## src/rtl/parking_input_frontend_pkg.sv

```systemverilog
// Shared types and constants for the parking input frontend.
// Keypad state encoding doubles as the digit count.
package parking_pkg;

    localparam int DIGIT_W     = 2;
    localparam int SYNC_STAGES = 2;

    typedef enum logic [1:0] {
        IDLE = 2'd0,
        ONE  = 2'd1,
        TWO  = 2'd2
    } kp_state_t;

endpackage

```

## src/rtl/parking_input_frontend_debounce.sv

```systemverilog
// Sensor conditioning: multi-flop synchroniser followed by a
// stability counter that only passes changes held long enough.
module sensor_debounce
    import parking_pkg::*;
#(
    parameter int DEBOUNCE_CYCLES = 4
) (
    input  logic clk_i,
    input  logic rst_ni,
    input  logic raw_i,
    output logic level_o
);

    logic [SYNC_STAGES-1:0] sync_q;
    logic [7:0]             cnt_q;
    logic [7:0]             cnt_d;
    logic                   level_q;
    logic                   level_d;
    logic                   synced;

    assign synced  = sync_q[SYNC_STAGES-1];
    assign level_o = level_q;

    always_comb begin
        cnt_d   = cnt_q;
        level_d = level_q;
        if (synced == level_q) begin
            cnt_d = 8'd0;
        end else if (cnt_q == 8'(DEBOUNCE_CYCLES - 1)) begin
            level_d = synced;
            cnt_d   = 8'd0;
        end else begin
            cnt_d = cnt_q + 8'd1;
        end
    end

    always_ff @(posedge clk_i or negedge rst_ni) begin
        if (!rst_ni) begin
            sync_q  <= '0;
            cnt_q   <= 8'd0;
            level_q <= 1'b0;
        end else begin
            sync_q  <= {sync_q[SYNC_STAGES-2:0], raw_i};
            cnt_q   <= cnt_d;
            level_q <= level_d;
        end
    end

endmodule

```

## src/rtl/parking_input_frontend.sv

```systemverilog
// Front end for parking_system: debounced car sensors plus a
// two-digit keypad assembler with timeout, error and clear.
module parking_input_frontend #(
    parameter int DEBOUNCE_CYCLES = 4,
    parameter int TIMEOUT_CYCLES  = 1000,
    parameter int DIGIT_W         = parking_pkg::DIGIT_W
) (
    input  logic               clk,
    input  logic               reset_n,
    input  logic               raw_entrance,
    input  logic               raw_exit,
    input  logic               key_valid,
    input  logic [DIGIT_W-1:0] key_digit,
    input  logic               key_enter,
    input  logic               key_clear,
    output logic               sensor_entrance,
    output logic               sensor_exit,
    output logic [DIGIT_W-1:0] password_1,
    output logic [DIGIT_W-1:0] password_2,
    output logic               pw_valid,
    output logic               key_error,
    output logic [1:0]         digits_entered
);

    import parking_pkg::*;

    localparam int TW = $clog2(TIMEOUT_CYCLES + 1);

    kp_state_t          state_q, state_d;
    logic [DIGIT_W-1:0] buf1_q, buf1_d;
    logic [DIGIT_W-1:0] buf2_q, buf2_d;
    logic [DIGIT_W-1:0] pw1_q, pw1_d;
    logic [DIGIT_W-1:0] pw2_q, pw2_d;
    logic               pwv_q, pwv_d;
    logic               err_q, err_d;
    logic [TW-1:0]      tmo_q, tmo_d;

    sensor_debounce #(
        .DEBOUNCE_CYCLES(DEBOUNCE_CYCLES)
    ) u_entrance (
        .clk_i  (clk),
        .rst_ni (reset_n),
        .raw_i  (raw_entrance),
        .level_o(sensor_entrance)
    );

    sensor_debounce #(
        .DEBOUNCE_CYCLES(DEBOUNCE_CYCLES)
    ) u_exit (
        .clk_i  (clk),
        .rst_ni (reset_n),
        .raw_i  (raw_exit),
        .level_o(sensor_exit)
    );

    assign password_1     = pw1_q;
    assign password_2     = pw2_q;
    assign pw_valid       = pwv_q;
    assign key_error      = err_q;
    assign digits_entered = state_q;

    always_comb begin
        state_d = state_q;
        buf1_d  = buf1_q;
        buf2_d  = buf2_q;
        pw1_d   = pw1_q;
        pw2_d   = pw2_q;
        pwv_d   = 1'b0;
        err_d   = 1'b0;
        tmo_d   = tmo_q;
        if (key_clear) begin
            state_d = IDLE;
            buf1_d  = '0;
            buf2_d  = '0;
            pw1_d   = '0;
            pw2_d   = '0;
            tmo_d   = '0;
        end else if (key_valid && key_enter) begin
            err_d = 1'b1;
            tmo_d = '0;
        end else if (key_valid) begin
            tmo_d = '0;
            unique case (state_q)
                IDLE: begin
                    buf1_d  = key_digit;
                    state_d = ONE;
                end
                ONE: begin
                    buf2_d  = key_digit;
                    state_d = TWO;
                end
                TWO:     err_d   = 1'b1;
                default: state_d = IDLE;
            endcase
        end else if (key_enter) begin
            tmo_d = '0;
            unique case (state_q)
                IDLE: err_d = 1'b1;
                ONE:  err_d = 1'b1;
                TWO: begin
                    pw1_d   = buf1_q;
                    pw2_d   = buf2_q;
                    pwv_d   = 1'b1;
                    buf1_d  = '0;
                    buf2_d  = '0;
                    state_d = IDLE;
                end
                default: state_d = IDLE;
            endcase
        end else if (state_q != IDLE) begin
            // abandoned partial entry: drop it, keep the held pair
            if (tmo_q == TW'(TIMEOUT_CYCLES - 1)) begin
                state_d = IDLE;
                buf1_d  = '0;
                buf2_d  = '0;
                err_d   = 1'b1;
                tmo_d   = '0;
            end else begin
                tmo_d = tmo_q + TW'(1);
            end
        end else begin
            tmo_d = '0;
        end
    end

    always_ff @(posedge clk or negedge reset_n) begin
        if (!reset_n) begin
            state_q <= IDLE;
            buf1_q  <= '0;
            buf2_q  <= '0;
            pw1_q   <= '0;
            pw2_q   <= '0;
            pwv_q   <= 1'b0;
            err_q   <= 1'b0;
            tmo_q   <= '0;
        end else begin
            state_q <= state_d;
            buf1_q  <= buf1_d;
            buf2_q  <= buf2_d;
            pw1_q   <= pw1_d;
            pw2_q   <= pw2_d;
            pwv_q   <= pwv_d;
            err_q   <= err_d;
            tmo_q   <= tmo_d;
        end
    end

endmodule
```

## config.mk

```make
export PLATFORM = sky130hd
export DESIGN_NAME = parking_input_frontend
export DESIGN_NICKNAME = d
export VERILOG_FILES = /design/src/rtl/parking_input_frontend_pkg.sv /design/src/rtl/parking_input_frontend_debounce.sv /design/src/rtl/parking_input_frontend.sv
export SDC_FILE = /design/constraint.sdc
export NUM_CORES = 1
export LEC_CHECK = 0
export CAP_MARGIN = 10
export CORE_AREA = 2 2 72 74
export DETAILED_ROUTE_END_ITERATION = 6
export DIE_AREA = 0 0 74 76
export PLACE_DENSITY = 0.69
export SETUP_SLACK_MARGIN = 0.3
export SYNTH_ARGS = -nofsm -noshare
export SYNTH_HDL_FRONTEND = slang
export SYNTH_HIERARCHICAL = 1
export SYNTH_SLANG_ARGS = --single-unit
export TNS_END_PERCENT = 10
```

## constraint.sdc

```tcl
create_clock -name clk -period 1.75 [get_ports clk]
set_input_delay 0.35 -clock clk [delete_from_list [all_inputs] [get_ports clk]]
set_output_delay 0.35 -clock clk [all_outputs]
set_load 0.01 [all_outputs]
```

==> flow_summary.yaml <==
worst_hold_path:
  holdCritPathClass: "in -> async"
setup_path:
  r2r_slack_ps: 270
  cp_num_cells: 1
  worstSetupStartpoint: "password_1[1]"
  critical_path.slowest_cell: "sky130_fd_sc_hd__clkdlybuf4s50_1"
  rr_startpoint: "digits_entered[0]"
  critical_path.endpoint: "password_1[1]"
  critPathKind: "reg -> out"
  crit_path_max_incr_delay_ps: 540
  cp_data_arrival_time_ps: 1210
  category_of_the_worst_setup_path_launch_point: "flip-flop"
  r2r_end: "password_1[1]"
  critPathCaptureType: "primary output"
  cp_num_buf_inv: 1
  critPathTopFamily: "buffers and inverters"
  path_cells: "clkdlybuf4s50_1"
  r2r.worst_path.cells: 5
  timing.critical_path.fanout_max: 2
  cp_data_required_time_ps: 1400
place:
  post-place-cells: 290
  io_buffer_count: 18
  detailed_place.area_um2: 2420
  detailed_place_hpwl_mm: 2.67
  gp_congestion: 0.896
  place_worst_setup_slack_ps: -29.7
power:
  irDropWorstVdd_mv: 0.361
  powerDensity_nw_per_um2: 906
  p_leak_nw: 1.08
  total_power_mw: 2.32
timing:
  relSlewSlack_pct: 75.7
  maxClockFrequency_mhz: 641
  finClkSkew_ps: 9.77
  rsz0062_at_grt: "true"
  total_count_of_max_transition_violations_in_the_final_report: 0
  hold-worst-slack_ps: 12.8
  setup_viol_count_final: 0
  fin_crit_sh_pct: 89.2
  fin_setup_tns_ps: 0
  report.final.hold_viol_count: 0
  fin_ws_ps: 190
  max_slew.worst_pin.slew_ps: 363
  period_minus_slack_ps: 1560
synthesis:
  synth-warning-count: 6
  synthArstFlopShare_pct: 100
  netlist-cell-type-count: 42
  netlist_top_cells_area: "sky130_fd_sc_hd__dfrtp_1, sky130_fd_sc_hd__nor2_1, sky130_fd_sc_hd__xnor2_1"
  postSynth.topFlopCell: "sky130_fd_sc_hd__dfrtp_1"
  mapped_nets: 214
  synthesis.area_um2: 2120
  synth.largest_area_cell: "sky130_fd_sc_hd__dfrtp_1"
  yosys_register_bits: 44
  post_synth_inst_count: 200
  synth_sequential_area_ratio_pct: 51.9
  synth_edf_count: 0
  postSynthAreaPerCell_um2: 10.6
  yosysTopAreaCellShare_pct: 51.9
clock_tree:
  cts-buffers-inserted: 5
  root_buffer: "sky130_fd_sc_hd__clkbuf_8"
  htreeDepth: 2
  cts_hold_buffers: 0
  cts_buffer_depth: 2
  clock_latency_ps: 300
  cts_tree: "done"
  cts_num_sinks: 44
  path_clk_slew_ps: 90
global_routing:
  grt_pass1_wl_mm: 7.07
  globalRouteTotalUtil_pct: 16.1
  overflow: 0
  grt_max_degree: 45
  grt_pass1_vias: 1577
  grt_antenna_before_repair: 0
final_layout:
  fin_cells: 300
  post-route-util_pct: 52.2
  area_added_between_synthesis_and_finish_pct: 20.8
  antenna_diode_count: 0
  mostFrequentLayoutCell: "sky130_fd_sc_hd__dfrtp_1"
  final_design_area_no_fill_um2: 2560
  post_route_cells_drive_above_1_share_pct: 17.4
  final_net_count: 243
  layout.cells.most_common_list: "sky130_fd_sc_hd__dfrtp_1, sky130_fd_sc_hd__nor2_1, sky130_fd_sc_hd__nand2_1, sky130_fd_sc_hd__clkdlybuf4s50_1"
floorplan:
  core-area_um2: 4910
  placementRows: 26
  dieHeight_um: 76
  area_enclosed_by_the_die_boundary_um2: 5620
  top_level_ports: 19
  die_x_um: 74
  initial_core_util_pct: 43.2
drt:
  routedWlPerCell_um: 13.2
  routed-via-count: 1548
  remaining_drc_errors: 0
  drt_iter0_drc: 100
  vias_per_cell: 5.16
  detail-route-antenna-nets: 0
  first_pass_iters: 4
  drt_wl_total_mm: 3.97
run_status:
  outcome: "complete, no violations"
job:
  timing.max_cap.violations: 0
==> state kept, by name, summed over array words and instances (netlist names) <==
signal              flops
u_entrance/level_o      1
key_error               1
u_entrance/sync_q       2
buf2_q                  2
u_exit/cnt_q            8
tmo_q                  10
buf1_q                  2
pw_valid                1
u_entrance/cnt_q        8
password_1              2
digits_entered          2
u_exit/sync_q           2
u_exit/level_o          1
password_2              2
==> routing by layer <==
layer	GRT usage [%]	wire length, um
met2	24.7	1870
met1	21.5	1850
met5	0	0
met4	8.00	95
met3	3.17	156
==> logic make-up after synthesis <==
kind of cell / count (synthesis) / synth area share, %
DFF: 44 / 51.9
adders and majority gates: 5 / 2.95
buffers and inverters: 13 / 2.95
AOI/OAI and AO/OA: 31 / 10.3
and+or+nand+nor: 85 / 22.4
muxes: 6 / 2.95
xor gates and xnor gates: 16 / 6.60
==> cell usage after synthesis, types with 3 or more instances <==
cell type	number
sky130_fd_sc_hd__a21o_1	3
sky130_fd_sc_hd__a21oi_1	5
sky130_fd_sc_hd__dfrtp_1	44
sky130_fd_sc_hd__ha_1	5
sky130_fd_sc_hd__inv_1	8
sky130_fd_sc_hd__mux2i_1	4
sky130_fd_sc_hd__nand2_1	16
sky130_fd_sc_hd__nand3_1	9
sky130_fd_sc_hd__nor2_1	29
sky130_fd_sc_hd__nor3_1	6
sky130_fd_sc_hd__o211ai_1	4
sky130_fd_sc_hd__o21ai_0	7
sky130_fd_sc_hd__or3_1	6
sky130_fd_sc_hd__xnor2_1	9
sky130_fd_sc_hd__xor2_1	7
==> final cells by class <==
type | count | area, um2
flip-flops and latches | 44 | 1100
inverters | 8 | 30.0
repair buffers | 27 | 259
fillers | 433 | 2350
well taps | 70 | 87.6
multi-input cells | 143 | 987
clock buffers | 6 | 82.6
clock inverters | 2 | 15.0
==> report_power, final <==
group          switching [mW]  internal [mW]  total, mW
registers               0.116           1.11       1.22
logic                   0.236          0.197      0.432
clock network           0.350          0.320      0.669
==> what timing repair did <==
item,CTS,global route
pin swaps,0,3
setup buffers,1,1
resized for setup,5,8
endpoints found under the setup margin,31,43
==> how the worst min path moves through the flow <==
| stage | startpoint | to | slack [ps] | cells after the start |
|---|---|---|---|---|
| floorplan | reset_n | buf1_q[0] | 50 | 0 |
| global placement | u_entrance/sync_q[0] | u_entrance/sync_q[1] | 340 | 0 |
| detailed placement | u_exit/sync_q[0] | u_exit/sync_q[1] | 340 | 0 |
| CTS | reset_n | u_exit/level_o | 10 | 2 |
| global route | reset_n | tmo_q[1] | 30 | 2 |
| finish | reset_n | u_exit/level_o | 10 | 2 |
Power figures use the tool's default switching activity.
